$ cat config.mk
export PLATFORM = sky130hd
export DESIGN_NAME = mode_message_scroller
export DESIGN_NICKNAME = d
export VERILOG_FILES = /design/src/rtl/mode_message_scroller.sv
export SDC_FILE = /design/constraint.sdc
export NUM_CORES = 1
export LEC_CHECK = 0
export ABC_AREA = 1
export CORE_ASPECT_RATIO = 0.8
export CORE_MARGIN = 10
export CORE_UTILIZATION = 45
export DETAILED_ROUTE_END_ITERATION = 8
export PLACE_DENSITY = 0.67
export SLEW_MARGIN = 25
export SYNTH_ARGS = -nofsm -noshare
export SYNTH_HDL_FRONTEND = slang
export SYNTH_SLANG_ARGS = --single-unit
$ cat constraint.sdc
create_clock -name clk -period 2.92 [get_ports clk]
set_clock_uncertainty 0.15 [all_clocks]
set_input_delay 0.876 -clock clk [delete_from_list [all_inputs] [get_ports clk]]
set_output_delay 0.876 -clock clk [all_outputs]
set_load 0.005 [all_outputs]
$ cat src/rtl/mode_message_scroller.sv
// Registered mode-to-7-seg message driver: right-aligned static text, left scroll with wrap-around
// for messages wider than the display, and a blinking ALARM message. Digit 0 is the leftmost digit.
module mode_message_scroller #(
  parameter int NUM_DIGITS   = 6,
  parameter int MSG_BITS     = 4,
  parameter int STEP_CYCLES  = 25_000_000,
  parameter int BLINK_CYCLES = 12_500_000
) (
  input  logic                    clk,
  input  logic                    reset_n,
  input  logic [2:0]              mode,
  input  logic [MSG_BITS-1:0]     msg,
  input  logic                    blank,
  output logic [7*NUM_DIGITS-1:0] display,
  output logic                    scroll_wrap
);

  localparam logic [6:0] G_A    = 7'b0001000;
  localparam logic [6:0] G_E    = 7'b0000110;
  localparam logic [6:0] G_L    = 7'b1000111;
  localparam logic [6:0] G_M    = 7'b0101011;
  localparam logic [6:0] G_N    = 7'b1001000;
  localparam logic [6:0] G_R    = 7'b0101111;
  localparam logic [6:0] G_S    = 7'b0010010;
  localparam logic [6:0] G_T    = 7'b0000111;
  localparam logic [6:0] G_U    = 7'b1000001;
  localparam logic [6:0] G_ONE  = 7'b1111001;
  localparam logic [6:0] G_ZERO = 7'b1000000;
  localparam logic [6:0] G_OFF  = 7'b1111111;

  localparam logic [2:0]  M_RESET   = 3'd3;
  localparam logic [2:0]  M_DISPLAY = 3'd4;
  localparam logic [2:0]  M_ALARM   = 3'd5;
  localparam logic [31:0] STEP_LAST  = 32'(STEP_CYCLES - 1);
  localparam logic [31:0] BLINK_LAST = 32'(BLINK_CYCLES - 1);

  // Message length in glyphs; zero for the blank modes.
  function automatic logic [4:0] msg_len(input logic [2:0] m);
    logic [4:0] len;
    case (m)
      3'd0, 3'd1, 3'd2, M_ALARM: len = 5'd6;
      M_RESET:                   len = 5'd5;
      M_DISPLAY:                 len = 5'(MSG_BITS);
      default:                   len = 5'd0;
    endcase
    return len;
  endfunction

  // Glyph at position p of the message string; positions past the end read as OFF.
  function automatic logic [6:0] glyph_at(input logic [2:0] m, input logic [4:0] p,
                                          input logic [MSG_BITS-1:0] bits);
    logic [6:0] g;
    g = G_OFF;
    case (m)
      3'd0: begin
        case (p)
          5'd0:       g = G_U;
          5'd1:       g = G_N;
          5'd2:       g = G_A;
          5'd3:       g = G_R;
          5'd4, 5'd5: g = G_M;
          default:    g = G_OFF;
        endcase
      end
      3'd1, 3'd2: begin
        case (p)
          5'd0:       g = G_A;
          5'd1:       g = G_R;
          5'd2, 5'd3: g = G_M;
          5'd5:       g = (m == 3'd1) ? G_S : G_A;
          default:    g = G_OFF;
        endcase
      end
      M_RESET: begin
        case (p)
          5'd0:       g = G_R;
          5'd1, 5'd3: g = G_E;
          5'd2:       g = G_S;
          5'd4:       g = G_T;
          default:    g = G_OFF;
        endcase
      end
      M_ALARM: begin
        case (p)
          5'd0, 5'd2: g = G_A;
          5'd1:       g = G_L;
          5'd3:       g = G_R;
          5'd4, 5'd5: g = G_M;
          default:    g = G_OFF;
        endcase
      end
      M_DISPLAY: begin
        // Most significant passcode bit is the first glyph.
        for (int i = 0; i < MSG_BITS; i++) begin
          if (p == 5'(i)) begin
            g = bits[MSG_BITS-1-i] ? G_ONE : G_ZERO;
          end else begin
            g = g;
          end
        end
      end
      default: g = G_OFF;
    endcase
    return g;
  endfunction

  // Glyph for digit k at scroll index ix: ring walk when scrolling, right-aligned otherwise.
  function automatic logic [6:0] digit_glyph(input logic [2:0] m, input logic [3:0] ix,
                                             input logic [4:0] k, input logic [MSG_BITS-1:0] bits);
    logic [4:0] len;
    logic [4:0] raw;
    logic [4:0] pos;
    logic [4:0] lead;
    logic [6:0] g;
    len = msg_len(m);
    if (len > 5'(NUM_DIGITS)) begin
      // Ring period is len+1 (trailing OFF gap); idx+k never reaches two periods.
      raw = {1'b0, ix} + k;
      if (raw > len) begin
        pos = raw - (len + 5'd1);
      end else begin
        pos = raw;
      end
      g = glyph_at(m, pos, bits);
    end else begin
      lead = 5'(NUM_DIGITS) - len;
      if (k >= lead) begin
        g = glyph_at(m, k - lead, bits);
      end else begin
        g = G_OFF;
      end
    end
    return g;
  endfunction

  logic [2:0]              mode_q_r;
  logic [3:0]              idx_r;
  logic [31:0]             step_r;
  logic [31:0]             blink_cnt_r;
  logic                    blink_on_r;
  logic [7*NUM_DIGITS-1:0] display_r;
  logic                    scroll_wrap_r;

  logic [4:0]              len_s;
  logic                    scroll_s;
  logic                    mode_chg_s;
  logic [3:0]              idx_n_s;
  logic [31:0]             step_n_s;
  logic [31:0]             blink_cnt_n_s;
  logic                    blink_on_n_s;
  logic                    wrap_n_s;
  logic [7*NUM_DIGITS-1:0] frame_s;
  logic [7*NUM_DIGITS-1:0] display_n_s;

  // Next-state of the scroll index, step counter and blink phase.
  always_comb begin
    len_s         = msg_len(mode);
    scroll_s      = (len_s > 5'(NUM_DIGITS));
    mode_chg_s    = (mode != mode_q_r);
    idx_n_s       = idx_r;
    step_n_s      = step_r;
    blink_cnt_n_s = blink_cnt_r;
    blink_on_n_s  = blink_on_r;
    wrap_n_s      = 1'b0;
    if (mode_chg_s) begin
      idx_n_s       = 4'd0;
      step_n_s      = 32'd0;
      blink_cnt_n_s = 32'd0;
      blink_on_n_s  = 1'b1;
    end else begin
      if (blink_cnt_r == BLINK_LAST) begin
        blink_cnt_n_s = 32'd0;
        blink_on_n_s  = ~blink_on_r;
      end else begin
        blink_cnt_n_s = blink_cnt_r + 32'd1;
      end
      if (!scroll_s) begin
        idx_n_s  = 4'd0;
        step_n_s = 32'd0;
      end else if (step_r == STEP_LAST) begin
        step_n_s = 32'd0;
        if (idx_r == len_s[3:0]) begin
          idx_n_s  = 4'd0;
          wrap_n_s = 1'b1;
        end else begin
          idx_n_s = idx_r + 4'd1;
        end
      end else begin
        step_n_s = step_r + 32'd1;
      end
    end
  end

  // Frame for the state being entered, so every input change shows after exactly one edge.
  always_comb begin
    frame_s = '1;
    for (int k = 0; k < NUM_DIGITS; k++) begin
      frame_s[7*(NUM_DIGITS-1-k) +: 7] = digit_glyph(mode, idx_n_s, 5'(k), msg);
    end
    if (blank) begin
      display_n_s = '1;
    end else if ((mode == M_ALARM) && !blink_on_n_s) begin
      display_n_s = '1;
    end else begin
      display_n_s = frame_s;
    end
  end

  // State and output registers.
  always_ff @(posedge clk or negedge reset_n) begin
    if (!reset_n) begin
      mode_q_r      <= 3'd0;
      idx_r         <= 4'd0;
      step_r        <= 32'd0;
      blink_cnt_r   <= 32'd0;
      blink_on_r    <= 1'b1;
      display_r     <= '1;
      scroll_wrap_r <= 1'b0;
    end else begin
      mode_q_r      <= mode;
      idx_r         <= idx_n_s;
      step_r        <= step_n_s;
      blink_cnt_r   <= blink_cnt_n_s;
      blink_on_r    <= blink_on_n_s;
      display_r     <= display_n_s;
      scroll_wrap_r <= wrap_n_s;
    end
  end

  assign display     = display_r;
  assign scroll_wrap = scroll_wrap_r;

endmodule

==> run metrics, run 1 <==
status completed; Die X roughly 130 um; XOR/XNOR Fraction of Synth Area under 10%; Worst setup SP type input port; total setup buffers inserted after CTS 0; CTS root buf clkbuf_16; Yosys warnings 0; DR vias between 3000 and 4000; ant diodes 0; Row Count 31; Achievable Freq around 360 MHz; power per cell area roughly 470 mW/mm2; area share of the largest cell type after synthesis between 20% and 30%; mux cell area share after synthesis 0%; largest family of logic cells by synthesized area simple AND/OR/NAND/NOR gates; Mapped Avg Cell Area approximately 8.2 um2; Net Count, Synth 537; area of the die approximately 0.014 mm2; RSZ-0062 raised after global routing yes; r2r startpoint blink_cnt_r[0]$_DFF_PN0_; Net Switching approximately 700 uW; Synth Area in Adders approximately 2.4%; HPWL Detailed between 9000 and 10000 um; Cell Area, Synth 0.00426 mm2; Iteration-0 DRC Markers ~330; overall global routing resource usage between 10% and 20%; Tightest Pin Transition ~600 ps; pin count of the biggest net entering global routing 43; Setup Crit Path Kind in -> reg; Crit Path Max Fanout 3; share of layout cells above drive strength 1 between 20% and 30%; RePlAce Congestion between 0.9 and 1; Post-CTS Hold Buffers 0; Post-Synth Simple-Gate Area a little over a third; CTS tree yes; Switching Share about 27%; Hold Vio Cnt, Final 0; Finished Cell Area ~0.0055 mm2; final WL approximately 12000 um; Area Overhead vs Synth 29.7%; most common cell after layout, fill and taps aside nand2_1; Max Root-Sink Buffers 2; initial antenna violation count 0; Worst slew margin 59.4%; leak pwr 2.30 nW; share of power burned in registers 43.8%; max_cap viols 0; GR Overflow Total 0; Final period util between 90% and 100%; main flop type after synthesis dfstp_2; number of synthesized flops with an enable pin 0; H-tree depth 3; Yosys reg bits 76; RR Endpoint blink_cnt_r[0]$_DFF_PN0_; drc violations 0; Initial Utilization 46.5%; Comb pwr share 14.4%; fin. max-slew vios 0; Num Clock Sinks 76; setup TNS 0 ps; core area between 0.009 and 0.01 mm2; ANT nets after route 0; Area after DPL a little over 0.005 mm2; cell count after synthesis between 500 and 600; share of flip-flops with an asynchronous set or reset 100%; most frequent cells in the layout 102 x nand2_1, 86 x nor2_1, 49 x clkdlybuf4s50_1; Seq/Total Area, Yosys 45.8%; Internal Power 1.88 mW; Hold Crit Class in -> async; R2R cell count 8; Peak VDD IR ~0.00028 V; number of port buffers 52; Worst EP required just over 3000 ps; vias in the first global route roughly 3600; post-layout util between 60% and 70%; first-pass GRT wire length approximately 20000 um; R2R setup slack 550 ps; data arrival time of the critical path 2920 ps; Clk pin slew, worst setup/hold paths 70 ps; routed length per instance between 15 and 20 um; Final setup viols 0; ranking of synthesized cells by area dfstp_2 25%, dfrtp_1 21%, nand2_1 9.3%; complex-gate fraction of the synthesized area 4.49%; clock power share between 40% and 50%; Cell variety after synth 39; Clock Latency Late Sink approximately 340 ps; IO Pins 53; CTS buffer count 9; drt via density 5.19; first drt pass iteration count 5; nets 629; fin crit period between 2000 and 3000 ps; Die Y between 100 and 150 um; area leader, netlist dfstp_2; Crit. End Element flop
==> kinds of logic (layout without fill, tap and decap cells) <==
family | Yosys count | count (layout)
fa+ha+maj | 8 | 8
simple gates | 313 | 313
other cells | 1 | 1
xor+xnor | 25 | 25
compound gates | 31 | 31
buf+inv | 65 | 162
flops | 76 | 76
==> per-stage QoR <==
step	worst slack (ps)	total power [mW]	instances	hold WS, ps
after global placement	-331	1.50	715	359
after CTS	10.2	2.59	731	353
after floorplan	23.1	1.30	519	325
after detailed placement	-416	1.51	715	365
final	116	2.58	731	335
after global routing	-27.4	2.68	731	368
==> what timing repair did <==
item / 4_1_cts / 5_1_grt
pin swaps: 0 / 2
resized for setup: 5 / 6
endpoints found under the setup margin: 6 / 9
==> cell type report <==
type / instances / area, um2
multi-input combinational: 378 / 2080
sequential: 76 / 1950
timing repair buffer: 95 / 863
clock buffer: 9 / 225
fill: 790 / 3630
clock inverter: 7 / 70.1
inverter: 51 / 191
tap: 115 / 144
==> worst max-delay path, cell delays in order <==
cell	delay, ps
clkdlybuf4s50_1	490
nand2_2	90
nor2_4	120
inv_2	60
ha_4	280
ha_4	200
inv_1	50
nand2_1	70
nor2_2	150
nand2_1	120
o21ai_1	90
inv_1	50
nand2_1	70
nand3_2	100
nand4_1	100
==> power by group through the flow <==
stage / Combinational (mW) / Clock [mW] / Sequential, mW
5_1_grt: 0.405 / 1.15 / 1.13
3_5_place_dp: 0.361 / 0 / 1.15
4_1_cts: 0.364 / 1.10 / 1.13
3_3_place_gp: 0.360 / 0 / 1.14
6_report: 0.370 / 1.08 / 1.13
2_1_floorplan: 0.155 / 0 / 1.15
==> metal layers <==
metal  part of all wire (%)  up-vias  global-route usage [%]  wire length, um
met5                      0        -                       0                0
met4                    1.1        0                    4.94              140
met3                    7.9       12                    5.32              973
met2                     39      132                    23.4             4790
met1                     52     1766                    28.2             6450
li1                       -     1882                       -                -
==> how the worst max path moves through the flow <==
stage / start / to / slack, ps
floorplan: mode[0] / display[31]$_DFF_PN1_ / 20
global placement: mode[0] / display[31]$_DFF_PN1_ / -330
detailed placement: mode[0] / display[33]$_DFF_PN1_ / -420
CTS: mode[1] / display[33]$_DFF_PN1_ / 10
global route: mode[1] / display[32]$_DFF_PN1_ / -30
finish: mode[1] / display[33]$_DFF_PN1_ / 120
==> synth_stat cells (all sizes together), types with 8 or more instances <==
| cell | instances |
|---|---|
| nand2 | 114 |
| xor2 | 18 |
| nor2 | 97 |
| dfstp | 40 |
| nand3 | 38 |
| dfrtp | 36 |
| buf | 11 |
| o21ai | 11 |
| inv | 51 |
| ha | 8 |
| nand4 | 30 |
| nor3 | 21 |
==> registers in the layout, summed over array words and instances, names as in the netlist <==
register     cells
scroll_wrap      1
display         39
blink_cnt_r     32
mode_q_r         3
blink_on_r       1
Power figures use the tool's default switching activity.
==> run 2, diff against run 1 <==
- CORE_MARGIN: 10 -> 4
- SETUP_SLACK_MARGIN: default -> 0.15
==> run 2 against run 1 <==
Effect of this change:
- fmax increased by 8.7%
- largest cell class unchanged
- sequential cell count unchanged
- design area increased by 1.3%
==> run metrics, run 2 (synthesis gave the netlist of run 1 again) <==
met1 usage a little over a third; ANT nets after route 0; area of the die 0.0111 mm2; Worst setup SP type input port; Finished Cell Area between 0.005 and 0.006 mm2; met2 Usage GRT 29.7%; nets about 640; overall global routing resource usage about 23%; leak pwr 2.36 nW; Worst slew margin a little under three fifths; first drt pass iteration count 4; initial antenna violation count 0; Die X 117 um; RSZ-0062 raised after global routing no; Peak VDD IR 0.000375 V; Post-CTS Hold Buffers 0; number of port buffers 52; core area between 0.009 and 0.01 mm2; CTS root buf clkbuf_16; Filler cells roughly 820; fin. max-slew vios 0; ant diodes 0; Row Count 31; Largest register FFs 39; drt via density between 5 and 6; status completed; multi-input logic area between 0.002 and 0.0025 mm2; Achievable Freq 388 MHz; RePlAce Congestion slightly below 1; Final setup viols 0; DR vias between 3000 and 4000; Max Root-Sink Buffers 2; placed insts 719; Initial Utilization between 40 and 50%; Num Clock Sinks 76; Hold Crit Class reg -> reg; share of layout cells above drive strength 1 between 20% and 30%; most common cell after layout, fill and taps aside nand2_1; first-pass GRT wire length roughly 19000 um; data arrival time of the critical path roughly 2700 ps; Crit. End Element flop; IO Pins 53; R2R setup slack roughly 840 ps; GR Overflow Total 0; Hold Vio Cnt, Final 0; Iteration-0 DRC Markers 340; Setup Crit Path Kind in -> reg; H-tree depth 3; Clk pin slew, worst setup/hold paths 60 ps; routed length per instance between 15 and 20 um; most frequent cells in the layout 100 x nand2_1, 85 x nor2_1, 48 x clkdlybuf4s50_1; Clock Latency Late Sink approximately 340 ps; pin count of the biggest net entering global routing 51; vias in the first global route 3656; Non-Filler Instances around 740; Area after DPL between 0.005 and 0.006 mm2; HPWL Detailed 9110 um; GR Util met3 between 6 and 7%; Tightest Pin Transition 657 ps; CTS tree yes; final WL approximately 12000 um; GR peak layer met1; fin crit period roughly 2600 ps; Seq. cell area 0.00195 mm2; drc violations 0; Worst EP required around 3000 ps; CTS buffer count 9; Area Overhead vs Synth 31.4%; Final period util about nine tenths; max_cap viols 0; power per cell area approximately 460 mW/mm2; Crit Path Max Fanout 6; Die Y around 95 um
-- run 2: area by class of cell --
type	instances	share of cell area, %
multi-input combinational	378	37.5
sequential	76	34.9
timing repair buffer	101	16.4
clock buffer	11	4.51
inverter	51	3.42
tap	115	2.57
clock inverter	5	0.715
-- run 2: power by group --
part | total (mW) | leakage [nW] | internal (mW) | switching [mW]
sequential | 1.13 | 0.915 | 1.11 | 0.0131
clock | 1.09 | 0.147 | 0.631 | 0.460
combinational | 0.384 | 1.30 | 0.180 | 0.203
-- run 2: worst paths after layout --
path	end	start	depth (start not counted)
worst min-delay path	blink_on_r$_DFF_PN1_	blink_on_r$_DFF_PN1_	2
worst min register to register	blink_on_r$_DFF_PN1_	blink_on_r$_DFF_PN1_	2
max in group asynchronous	display[19]$_DFF_PN1_	reset_n	2
min in group asynchronous	blink_cnt_r[2]$_DFF_PN0_	reset_n	1
worst max-delay path	display[5]$_DFF_PN1_	mode[0]	13
worst max register to register	display[18]$_DFF_PN1_	blink_cnt_r[0]$_DFF_PN0_	9
-- run 2: timing repair --
item | 4_1_cts | 5_1_grt
setup endpoints to repair | 7 | 16
cloned | 0 | 0
pin swaps | 3 | 6
setup buffers | 2 | 0
gates resized for setup | 4 | 10
-- run 2: metrics by stage --
step           utilization, %  power, mW  setup slack, ps  TNS, ps  hold WS (ps)
4_1_cts                  60.8       2.62              147        0           374
3_3_place_gp             57.4       1.51             -225    -2880           358
5_1_grt                  61.2       2.72              155        0           392
6_report                 61.2       2.60              341        0           373
2_1_floorplan               -       1.31              154        0           325
3_5_place_dp             57.4       1.52             -315    -4150           365
-- run 2: critical path: stages --
cell and delay [ps]:
dlygate4sd2_1 290, nand2_2 110, nor2_4 100, inv_2 60
ha_4 250, ha_4 280, nand2_2 100, nor2_1 210
nand2_1 90, nand3_2 90, nand2_1 70, nor2_1 90
nand3_1 70
-- run 2: metal layers --
metal | vias up | wire [um] | share of wire, %
met3 | 6 | 914 | 7.8
met4 | 0 | 83 | 0.71
met2 | 134 | 4610 | 39
met1 | 1822 | 6150 | 52
met5 | - | 0 | 0
li1 | 1895 | - | -
==> run 3, diff against run 2 <==
- CORE_MARGIN: 4 -> 5
==> run 3 against run 2 <==
Effect of this change:
- sequential power hardly changed
- core utilization is 0.77 points lower
- power is 0.50% higher
- hold slack better by 3.7 ps
- fmax is 2.2% lower
- combinational power is 3% lower
- via count is 1.0% higher
- first-iteration DRC count is 8.5% lower
- non-clock buffer count is 7 lower
- worst setup slack worse by 57 ps
- critical path type unchanged
- largest cell class unchanged
- largest power group unchanged
- highest routed layer unchanged
==> run metrics, run 3 (synthesis gave the netlist of run 1 again) <==
status completed; R2R cell count 8; Largest register FFs 39; setup slack at placement -317 ps; Worst Hold Launch blink_cnt_r[0]$_DFF_PN0_; Hold Path End blink_cnt_r[0]$_DFF_PN0_; Max Root-Sink Buffers 2; final WL about 12000 um; Worst slew margin between 50% and 60%; Iteration-0 DRC Markers about 310; cells along the critical path dlygate4sd2_1, nand2_2, nor2_4, inv_2, ha_4, ha_4, nand2_4, nand3b_1, nand3_1, nand2_1, nand3_2, nand2_1, nor2_1, nand3_1; fin. max-slew vios 0; Worst setup SP type input port; Crit Path Max Fanout 6; CTS buffer count 9; CTS tree yes; HPWL Detailed 9180 um; Area Overhead vs Synth 29.8%; family with the most delay on the worst path simple AND/OR/NAND/NOR gates; IO Pins 53; Initial Utilization 46.5%; Peak VDD IR 0.000283 V; RR Endpoint blink_cnt_r[3]$_DFF_PN0_; placed insts 713; Clk pin slew, worst setup/hold paths 60 ps; worst hold path depth 1; share of layout cells above drive strength 1 around a quarter; drc violations 0; Row Count 31; leak pwr approximately 2.3 nW; Hold Vio Cnt, Final 0; R2R setup slack about 760 ps; RePlAce Congestion between 0.9 and 1; pin count of the biggest net entering global routing 53; data arrival time of the critical path ~2700 ps; Non-Filler Instances 730; most common cell after layout, fill and taps aside nand2_1; Achievable Freq 379 MHz; core area just over 0.009 mm2; setup slack after layout around 280 ps; DR vias between 3000 and 4000; Worst EP required ~3000 ps; setup TNS 0 ps; area of the die roughly 0.012 mm2; ANT nets after route 0; power per cell area about 470 mW/mm2; Die X about 120 um; Crit. End Element flop; Post-CTS Hold Buffers 0; initial antenna violation count 0; ant diodes 0; drt via density about 5.3; routed length per instance roughly 16 um; Hold Crit Class reg -> reg; CTS root buf clkbuf_16; Critical Path Max Stage Delay ~290 ps; number of port buffers 52; Buf/Inv on CP 2; fin crit period ~2600 ps; most frequent cells in the layout 100 x nand2_1, 84 x nor2_1, 48 x clkdlybuf4s50_1; nets 628; Num Clock Sinks 76; Die Y slightly below 100 um; Final setup viols 0; GR Overflow Total 0; RSZ-0062 raised after global routing no; CP max-delay cell dlygate4sd2_1; vias in the first global route between 3000 and 4000; Clock Latency Late Sink 330 ps; Worst Hold Margin 377 ps; first drt pass iteration count 5; overall global routing resource usage a little over a fifth; H-tree depth 3; Filler cells roughly 820; Final period util between 90 and 100%; Setup Crit Path Kind in -> reg; r2r startpoint blink_cnt_r[0]$_DFF_PN0_; Tightest Pin Transition ~660 ps; first-pass GRT wire length ~20000 um; max_cap viols 0
## run 3: where the power goes
part	internal, mW	switching, mW
clock network	0.679	0.437
registers	1.11	0.0132
logic	0.170	0.202
## run 3: per-stage QoR
step	utilization (%)	cell area, um2	power (mW)
6_report	60.4	5530	2.62
5_1_grt	60.4	5530	2.73
4_1_cts	60.1	5500	2.64
3_5_place_dp	56.6	5180	1.50
3_3_place_gp	56.6	5180	1.50
2_1_floorplan	-	4320	1.31
## run 3: final cells by class
| type | instances | area (um2) | area share [%] |
|---|---|---|---|
| Clock buffer | 12 | 279 | 5.05 |
| Sequential cell | 76 | 1950 | 35.3 |
| Clock inverter | 4 | 26.3 | 0.475 |
| Timing Repair Buffer | 94 | 837 | 15.1 |
| Tap cell | 115 | 144 | 2.60 |
| Inverter | 51 | 191 | 3.46 |
| Multi-Input combinational cell | 378 | 2100 | 38.0 |
## run 3: worst max path at each step
stage	start	to	slack, ps	cells after the start
6_report	mode[0]	display[5]$_DFF_PN1_	280	14
5_1_grt	mode[0]	display[32]$_DFF_PN1_	140	13
4_1_cts	mode[2]	display[33]$_DFF_PN1_	150	15
3_5_place_dp	mode[0]	display[5]$_DFF_PN1_	-320	15
3_3_place_gp	mode[0]	display[33]$_DFF_PN1_	-240	15
2_1_floorplan	mode[0]	display[5]$_DFF_PN1_	150	15
## run 3: layer usage
layer / vias up / global-route usage (%) / routed length [um]
met5: - / 0 / 0
met4: 0 / 5.79 / 126
met3: 14 / 4.66 / 854
met2: 165 / 28.1 / 4830
met1: 1845 / 34.2 / 6090
li1: 1872 / - / -
## run 3: what timing repair did
action / 4_1_cts / 5_1_grt
setup endpoints to repair: 10 / 14
pin swaps: 2 / 2
buffers inserted: 0 / 1
gates resized for setup: 7 / 6
